`src/rtl/seq_counter_mode.sv`:
```
// Parametrised sequence counter: binary up, binary down, Gray up, and Johnson or hold on mode 11.
// Latency: one clk edge from en/load/mode/clr to q and wrap; tc is combinational from cnt and inputs.
// Backpressure: none; en=0 with load=0 freezes cnt and q.
// Ports: clk, clr (sync active-high), en, load, din[WIDTH], mode[2] in; q[WIDTH], tc, wrap out.
// Optional macro SEQ_COUNTER_JOHNSON_EN turns mode 11 into a twisted-ring counter instead of hold.
module seq_counter_mode #(
    parameter int WIDTH     = 4,
    parameter int MODULUS   = 16,
    parameter int RESET_VAL = 0
) (
    input  logic             clk,
    input  logic             clr,
    input  logic             en,
    input  logic             load,
    input  logic [WIDTH-1:0] din,
    input  logic [1:0]       mode,
    output logic [WIDTH-1:0] q,
    output logic             tc,
    output logic             wrap
);

    // Modulo arithmetic is done one bit wider so MODULUS == 2**WIDTH is representable.
    localparam logic [WIDTH:0]   MOD_X  = (WIDTH+1)'(MODULUS);
    localparam logic [WIDTH:0]   LAST_X = MOD_X - 1'b1;
    localparam logic [WIDTH-1:0] LAST   = LAST_X[WIDTH-1:0];
    localparam logic [WIDTH-1:0] RST    = WIDTH'(RESET_VAL);
    localparam logic [WIDTH-1:0] ONE    = WIDTH'(1);

    logic [WIDTH-1:0] cnt;
    logic [WIDTH-1:0] cnt_nxt;
    logic [WIDTH-1:0] q_nxt;
    logic [WIDTH-1:0] din_clamped;
    logic [WIDTH:0]   cnt_x;
    logic [WIDTH:0]   din_x;
    logic             in_range;
    logic             at_last;
    logic             at_zero;
    logic             wrap_nxt;
    logic             upd;
    logic             term;

    assign cnt_x       = {1'b0, cnt};
    assign din_x       = {1'b0, din};
    assign in_range    = cnt_x < MOD_X;
    assign at_last     = cnt_x == LAST_X;
    assign at_zero     = cnt == '0;
    assign din_clamped = (din_x > LAST_X) ? LAST : din;

`ifdef SEQ_COUNTER_JOHNSON_EN
    localparam logic [WIDTH-1:0] JTERM = {1'b1, {(WIDTH-1){1'b0}}};
    logic [WIDTH-1:0] cnt_inv;
    logic             j_valid;
    logic             at_jterm;

    // Legal twisted-ring states are a run of ones anchored at the LSB
    // (0001, 0011, ...) or at the MSB (1110, 1100, ...), plus all-zero.
    assign cnt_inv  = ~cnt;
    assign j_valid  = ((cnt & (cnt + ONE)) == '0) || ((cnt_inv & (cnt_inv + ONE)) == '0);
    assign at_jterm = cnt == JTERM;
`endif

    // Next-count selection; upd says whether cnt/q move at this edge.
    always_comb begin
        cnt_nxt  = cnt;
        wrap_nxt = 1'b0;
        upd      = 1'b0;
        if (load) begin
            upd     = 1'b1;
            cnt_nxt = din_clamped;
`ifdef SEQ_COUNTER_JOHNSON_EN
            if (mode == 2'b11) cnt_nxt = din;
`endif
        end else if (en) begin
            case (mode)
                2'b00, 2'b10: begin
                    upd = 1'b1;
                    if (!in_range) begin
                        cnt_nxt = '0;
                    end else if (at_last) begin
                        cnt_nxt  = '0;
                        wrap_nxt = 1'b1;
                    end else begin
                        cnt_nxt = cnt + ONE;
                    end
                end
                2'b01: begin
                    upd = 1'b1;
                    if (!in_range) begin
                        cnt_nxt = '0;
                    end else if (at_zero) begin
                        cnt_nxt  = LAST;
                        wrap_nxt = 1'b1;
                    end else begin
                        cnt_nxt = cnt - ONE;
                    end
                end
                default: begin
`ifdef SEQ_COUNTER_JOHNSON_EN
                    upd = 1'b1;
                    if (!j_valid) begin
                        cnt_nxt = '0;
                    end else begin
                        cnt_nxt  = {cnt[WIDTH-2:0], ~cnt[WIDTH-1]};
                        wrap_nxt = at_jterm;
                    end
`endif
                end
            endcase
        end
    end

    // q is re-encoded from the new count using the mode present at the same edge.
    always_comb begin
        q_nxt = cnt_nxt;
        if (mode == 2'b10) q_nxt = cnt_nxt ^ (cnt_nxt >> 1);
    end

    // Terminal-state detect for the current mode.
    always_comb begin
        term = 1'b0;
        case (mode)
            2'b00, 2'b10: term = at_last;
            2'b01:        term = at_zero;
            default: begin
`ifdef SEQ_COUNTER_JOHNSON_EN
                term = at_jterm;
`endif
            end
        endcase
    end

    assign tc = en & ~load & ~clr & term;

    always_ff @(posedge clk) begin
        if (clr) begin
            cnt  <= RST;
            q    <= RST;
            wrap <= 1'b0;
        end else begin
            wrap <= wrap_nxt;
            if (upd) begin
                cnt <= cnt_nxt;
                q   <= q_nxt;
            end
        end
    end

endmodule
```
`config.mk`:
```
export PLATFORM = sky130hd
export DESIGN_NAME = seq_counter_mode
export DESIGN_NICKNAME = d
export VERILOG_FILES = /design/src/rtl/seq_counter_mode.sv
export SDC_FILE = /design/constraint.sdc
export NUM_CORES = 1
export LEC_CHECK = 0
export ABC_AREA = 1
export BUFFER_PORTS_ARGS = -buffer_cell sky130_fd_sc_hd__buf_2
export CORE_AREA = 2 2 39 41
export CTS_BUF_LIST = sky130_fd_sc_hd__clkbuf_8
export DETAILED_ROUTE_END_ITERATION = 12
export DIE_AREA = 0 0 41 43
export GPL_TIMING_DRIVEN = 0
export PLACE_DENSITY = 0.72
export SLEW_MARGIN = 15
export SYNTH_ARGS = -nofsm -noshare
export SYNTH_HDL_FRONTEND = slang
export SYNTH_SLANG_ARGS = --single-unit
```
`constraint.sdc`:
```
create_clock -name clk -period 1.6 [get_ports clk]
set_input_delay 0.08 -clock clk [delete_from_list [all_inputs] [get_ports clk]]
set_output_delay 0.08 -clock clk [all_outputs]
set_load 0.01 [all_outputs]
```
==> flow_summary.yaml, run 1 <==
run_status:
  status: "finished, final reports clean"
cts:
  htree_levels: 1
  cts_buffers: 3
  ctsRootBufferMaster: "clkbuf_8"
  clock_path_buffers: 2
  clock_sinks: 8
  clk_pin_slew_ns: 0.05
  cts_hold_buf: 0
  clk_latency_ns: 0.23
  tritoncts: "done"
cells_and_area:
  drive_gt1_share_pct: 28.57
  fin_nets: 140
  n_antenna_cell: 0
  area_delta_synth_final_pct: 28.43
  fin_util_pct: 58.41
logic_synthesis:
  avgSynthCellArea_um2: 5.994
  synth.largest_area_cell: "dfxtp_1"
  seq_area_frac_synth_pct: 25.45
  yosys-top-cells-area: "dfxtp_1 (25%), nand2_1 (20%), inv_1 (11%), nand3_1 (7.2%), nor2_1 (6.0%)"
  synthCells: 105
  synth-edff-count: 0
  synth_cell_type_count: 23
  netlist.area_leader.share_pct: 25.45
  async_flop_share_pct: 0
  synth_area_um2: 629.4
  ys_warn_count: 0
  syn-num-nets: 117
  synthFlopType: "dfxtp_1"
  ys_ff_latch: 8
floorplan:
  dieArea_um2: 1763
  die_h_um: 43
  io_pins: 16
  row_count: 14
  initial_core_util_pct: 45.48
  coreArea_um2: 1384
  dieWidth_um: 41
critical_path:
  r2r_start: "cnt[1]"
  reg2reg_setup_slack_ns: 0.11
  start_kind: "flip-flop"
  critPathRequiredTime_ns: 1.71
  r2r-end: "q[0]"
  arrival_ns: 1.60
  reg2reg_depth: 10
  critPathKind: "reg -> reg"
  path_max_fanout: 6
  critPathCaptureType: "flip-flop"
route:
  wirelength_mm: 1.422
  wl_per_cell_um: 10.01
  initialDrtViolationCount: 13
  num_vias: 684
  drc: 0
  ant_nets: 0
  viasPerCell: 4.817
  drtPass1Iterations: 4
timing:
  final-hold-violation-count: 0
  max_freq_mhz: 671.6
  worst_pin_slew_ns: 0.2436
  fin_skew_ns: 0.005778
  period_share_pct: 93.06
  maxSlewViolCount: 0
  period_needed_ns: 1.489
  slew_headroom_pct: 83.70
  setup_viol: 0
placement:
  routabilityCongestion: 0.7756
  port-buffer-count: 15
  place_hpwl_mm: 1.077
power_and_ir_drop:
  p_leak_nw: 0.4625
  p_clk_share_pct: 37.7
  p_sw_mw: 0.1970
  power.total_mw: 0.6516
  switching_share_pct: 30.23
  internal-power_mw: 0.4546
  pwr-share-comb_pct: 27.3
  power_density_nw_per_um2: 806.2
  sequentialPowerShare_pct: 35.0
  vdd_drop_max_mv: 0.5777
global_routing:
  grt_util_all_layers_pct: 18.59
  grt_pass1_wl_mm: 2.249
  grt_pass1_vias: 584
  grt_max_degree: 9
  grt_overflow_total: 0
  antenna_found_initial: 0
worst_hold_path:
  hold_path.startpoint: "clr"
  hold_depth: 2
  hold_path_class: "in -> reg"
  worstHoldEndpoint: "q[3]"
flow_run:
  maxCapViolCount: 0
worst max-delay path, cell delays in order, from the launching register on:
cell and delay, ns:
dfxtp_4 0.36, inv_1 0.07, ha_4 0.26, xor2_1 0.13, nand2_1 0.08, nand3_2 0.09
inv_2 0.04, nor3_2 0.17, nand2_1 0.07, nand3_1 0.06, nor2_1 0.04
final cells by class:
type	instances	area, um2
timing repair buffer	18	97.59
fill	141	575.6
buffer	2	12.51
multi-input combinational	75	391.6
inverter	20	80.08
sequential	8	165.2
tap	16	20.02
clock buffer	3	41.29
how the worst max path moves through the flow:
stage	from	to	slack (ns)
after floorplan	cnt[0]	q[0]	0.16
after global placement	cnt[0]	q[2]	0.07
after detailed placement	cnt[0]	q[0]	0.05
after CTS	cnt[0]	q[0]	0.04
after global routing	cnt[1]	q[0]	-0.003
final	cnt[1]	q[0]	0.11
kinds of logic (layout without fill, tap and decap cells):
family | after synthesis | after routing | synth area share (%)
adders and majority gates | 2 | 2 | 3.976
xor gates and xnor gates | 1 | 1 | 1.392
buffers and inverters | 22 | 43 | 14.71
DFF | 8 | 8 | 25.45
and+or+nand+nor | 62 | 62 | 44.73
AOI/OAI and AO/OA | 10 | 10 | 9.742
layer usage:
metal,wire length [um],track usage (%)
met1,685,23.23
met2,681,29.69
met3,45,4.712
met4,9,6.000
met5,0,0
power by group through the flow:
stage	registers, mW	logic [mW]	clock network, mW
floorplan	0.232	0.112	0
global placement	0.230	0.157	0
detailed placement	0.231	0.159	0
CTS	0.227	0.161	0.249
global route	0.231	0.203	0.262
finish	0.228	0.178	0.245
cells in the final DEF (no fill, tap or decap):
cell type	synthesis	final
a21boi_0	1	1
a21oi_1	5	5
a22oi_1	1	1
buf_2	1	16
buf_4	1	4
clkbuf_8	0	3
clkinv_4	1	1
dfxtp_1	8	6
dfxtp_2	0	1
dfxtp_4	0	1
ha_1	2	1
ha_4	0	1
inv_1	18	17
inv_2	1	2
nand2_1	33	33
nand2_2	1	1
nand2_4	1	1
nand3_1	9	9
nand3_2	2	2
nand4_1	1	1
nor2_1	10	9
nor2_2	0	1
nor3_1	3	3
nor3_2	1	1
o211ai_1	2	2
o22ai_1	1	1
or2_2	1	1
xor2_1	1	1
cell usage after synthesis (2+ instances only):
library cell / number
nor3_1: 3
nand3_1: 9
inv_1: 18
nand2_1: 33
nor2_1: 10
dfxtp_1: 8
o211ai_1: 2
nand3_2: 2
ha_1: 2
a21oi_1: 5
state kept, by name, summed over array words and instances (netlist names):
signal	count
cnt	3
q	4
wrap	1
metrics by stage:
stage | cell area (um2) | setup WS [ns] | TNS [ns] | hold WS, ns | instances
floorplan | 629.4 | 0.1613 | 0 | 0.1491 | 105
global placement | 724.4 | 0.07474 | 0 | 0.3482 | 136
detailed placement | 724.4 | 0.05212 | 0 | 0.3519 | 136
CTS | 765.7 | 0.04414 | 0 | 0.1114 | 139
global route | 808.3 | -0.003193 | -0.003193 | 0.1310 | 142
finish | 808.3 | 0.1110 | 0 | 0.1102 | 142
timing repair:
action                                  in CTS  in global routing
endpoints found under the setup margin       0                  4
buffers inserted                             0                  3
gates resized for setup                      0                  7
endpoints found under the hold margin        0                  0
Power figures use the tool's default switching activity.
==> run 2: changes to the inputs <==
==> constraint.sdc (replaced) <==
create_clock -name clk -period 1.6 [get_ports clk]
set_input_delay 0.24 -clock clk [delete_from_list [all_inputs] [get_ports clk]]
set_output_delay 0.24 -clock clk [all_outputs]
set_load 0.01 [all_outputs]
==> run 2 against run 1 <==
Core utilization up 5.1 points. Sequential share of layout area down 1.2 points. Worst setup slack worse by 0.072 ns. Register-to-register slack about the same. Sequential power up 2%. Hold slack better by 0.17 ns. Global-route usage up 0.42 points. Critical path type is now reg -> out. Largest cell class unchanged.
==> flow_summary.yaml, run 2 (synthesized netlist as in run 1, its figures left out) <==
placement:
  pre_cts_ws_ns: 0.05212
  port-buffer-count: 15
  place_hpwl_mm: 1.077
  dpl.cell_count: 136
  routabilityCongestion: 0.7756
  dpl_cell_area_um2: 724.4
power_and_ir_drop:
  p_leak_nw: 0.4844
  power.total_mw: 0.6678
  power_density_nw_per_um2: 760.3
  vdd_drop_max_mv: 0.5791
critical_path:
  critPathRequiredTime_ns: 1.36
  critPathCaptureType: "primary output"
  critPathKind: "reg -> out"
  path_max_fanout: 6
  reg2reg_setup_slack_ns: 0.12
  cp-endpoint: "tc"
  r2r-end: "q[0]"
  crit_path_start: "cnt[1]"
  reg2reg_depth: 9
  start_kind: "flip-flop"
  arrival_ns: 1.32
  r2r_start: "cnt[1]"
flow_run:
  maxCapViolCount: 0
floorplan:
  row_count: 14
  dieWidth_um: 41
  initial_core_util_pct: 45.48
  die_h_um: 43
  io_pins: 16
  dieArea_um2: 1763
  coreArea_um2: 1384
cells_and_area:
  largest_reg_flops: 4
  final_design_area_no_fill_um2: 878.3
  fin_util_pct: 63.47
  final_cell_mix: "nand2_1 (31), inv_1 (16), buf_2 (15)"
  area_delta_synth_final_pct: 39.56
  largest_register: "q"
  regArea_um2: 168.9
  multi_input_area_um2: 442.9
  fillers: 130
  drive_gt1_share_pct: 36.22
  top_regs: "q: 4 flops, cnt: 3 flops, wrap: 1 flops"
  n_antenna_cell: 0
  fin_nets: 141
  final_common_cell: "nand2_1"
  fin_cells: 143
cts:
  clk_pin_slew_ns: 0.04
  cts_hold_buf: 0
  clock_path_buffers: 2
  htree_levels: 1
  tritoncts: "done"
  cts_buffers: 3
  clk_latency_ns: 0.23
  ctsRootBufferMaster: "clkbuf_8"
  clock_sinks: 8
global_routing:
  grt_max_degree: 9
  grt_pass1_vias: 592
  grt_util_all_layers_pct: 19.01
  antenna_found_initial: 0
  grt_pass1_wl_mm: 2.283
  grt_overflow_total: 0
route:
  wl_met2_um: 792
  initialDrtViolationCount: 12
  viasPerCell: 4.979
  drtPass1Iterations: 4
  ant_nets: 0
  wirelength_mm: 1.562
  wl_per_cell_um: 10.92
  routed.top_layer: "met3"
  drc: 0
  num_vias: 712
  met1_length_um: 732
  wl_met3_um: 37
timing:
  layout_setup_ws_ns: 0.03876
  period_needed_ns: 1.561
  final-hold-violation-count: 0
  fin_skew_ns: 0.005646
  worst_pin_slew_ns: 0.2354
  setup_viol: 0
  period_share_pct: 97.58
  max_freq_mhz: 640.5
  rsz0062_at_grt: "true"
  maxSlewViolCount: 0
  slew_headroom_pct: 84.25
  fin_tns_setup_ns: 0
  hold-worst-slack_ns: 0.2762
worst_hold_path:
  hold_path.startpoint: "clr"
  hold_path_class: "in -> reg"
run_status:
  status: "finished, final reports clean"
==> run 2: report_power, final <==
group          leakage (nW)  internal [mW]  total [mW]  switching (mW)
Clock                0.0216          0.163       0.241          0.0777
Sequential           0.0676          0.216       0.233          0.0176
Combinational         0.395         0.0817       0.194           0.112
Total                 0.484          0.460       0.668           0.208
==> run 2: area by class of cell <==
| type | instances | share of cell area [%] |
|---|---|---|
| Multi-Input combinational cell | 75 | 50.43 |
| Sequential cell | 8 | 19.23 |
| Timing Repair Buffer | 19 | 11.97 |
| Inverter | 20 | 9.687 |
| Clock buffer | 3 | 4.701 |
| Tap cell | 16 | 2.279 |
| Buffer | 2 | 1.709 |
==> run 2: worst min path at each step <==
stage                end  slack [ns]  cells past startpoint
floorplan           q[1]        0.31                      1
finish              q[3]        0.28                      2
detailed placement  q[2]        0.46                      2
CTS                 q[3]        0.27                      2
global placement    q[2]        0.45                      2
global route        q[3]        0.30                      2
==> run 2: per-layer routing <==
layer  GRT usage [%]  vias to the layer above
li1                -                      374
met1           22.98                      326
met2           31.25                       12
met3           4.712                        0
met4           6.000                        0
met5               0                        -
==> run 2: repair_timing <==
action,CTS,global route
setup buffers,0,4
pin swaps,1,6
endpoints found under the setup margin,1,1
gates resized for setup,7,18
==> run 2: worst max-delay path, stage by stage, from the launching register on <==
cell and delay (ns):
dfxtp_4 0.39, ha_4 0.16, nand2_4 0.06, nor2_4 0.12, a21oi_2 0.07, nor3_2 0.14, buf_2 0.15
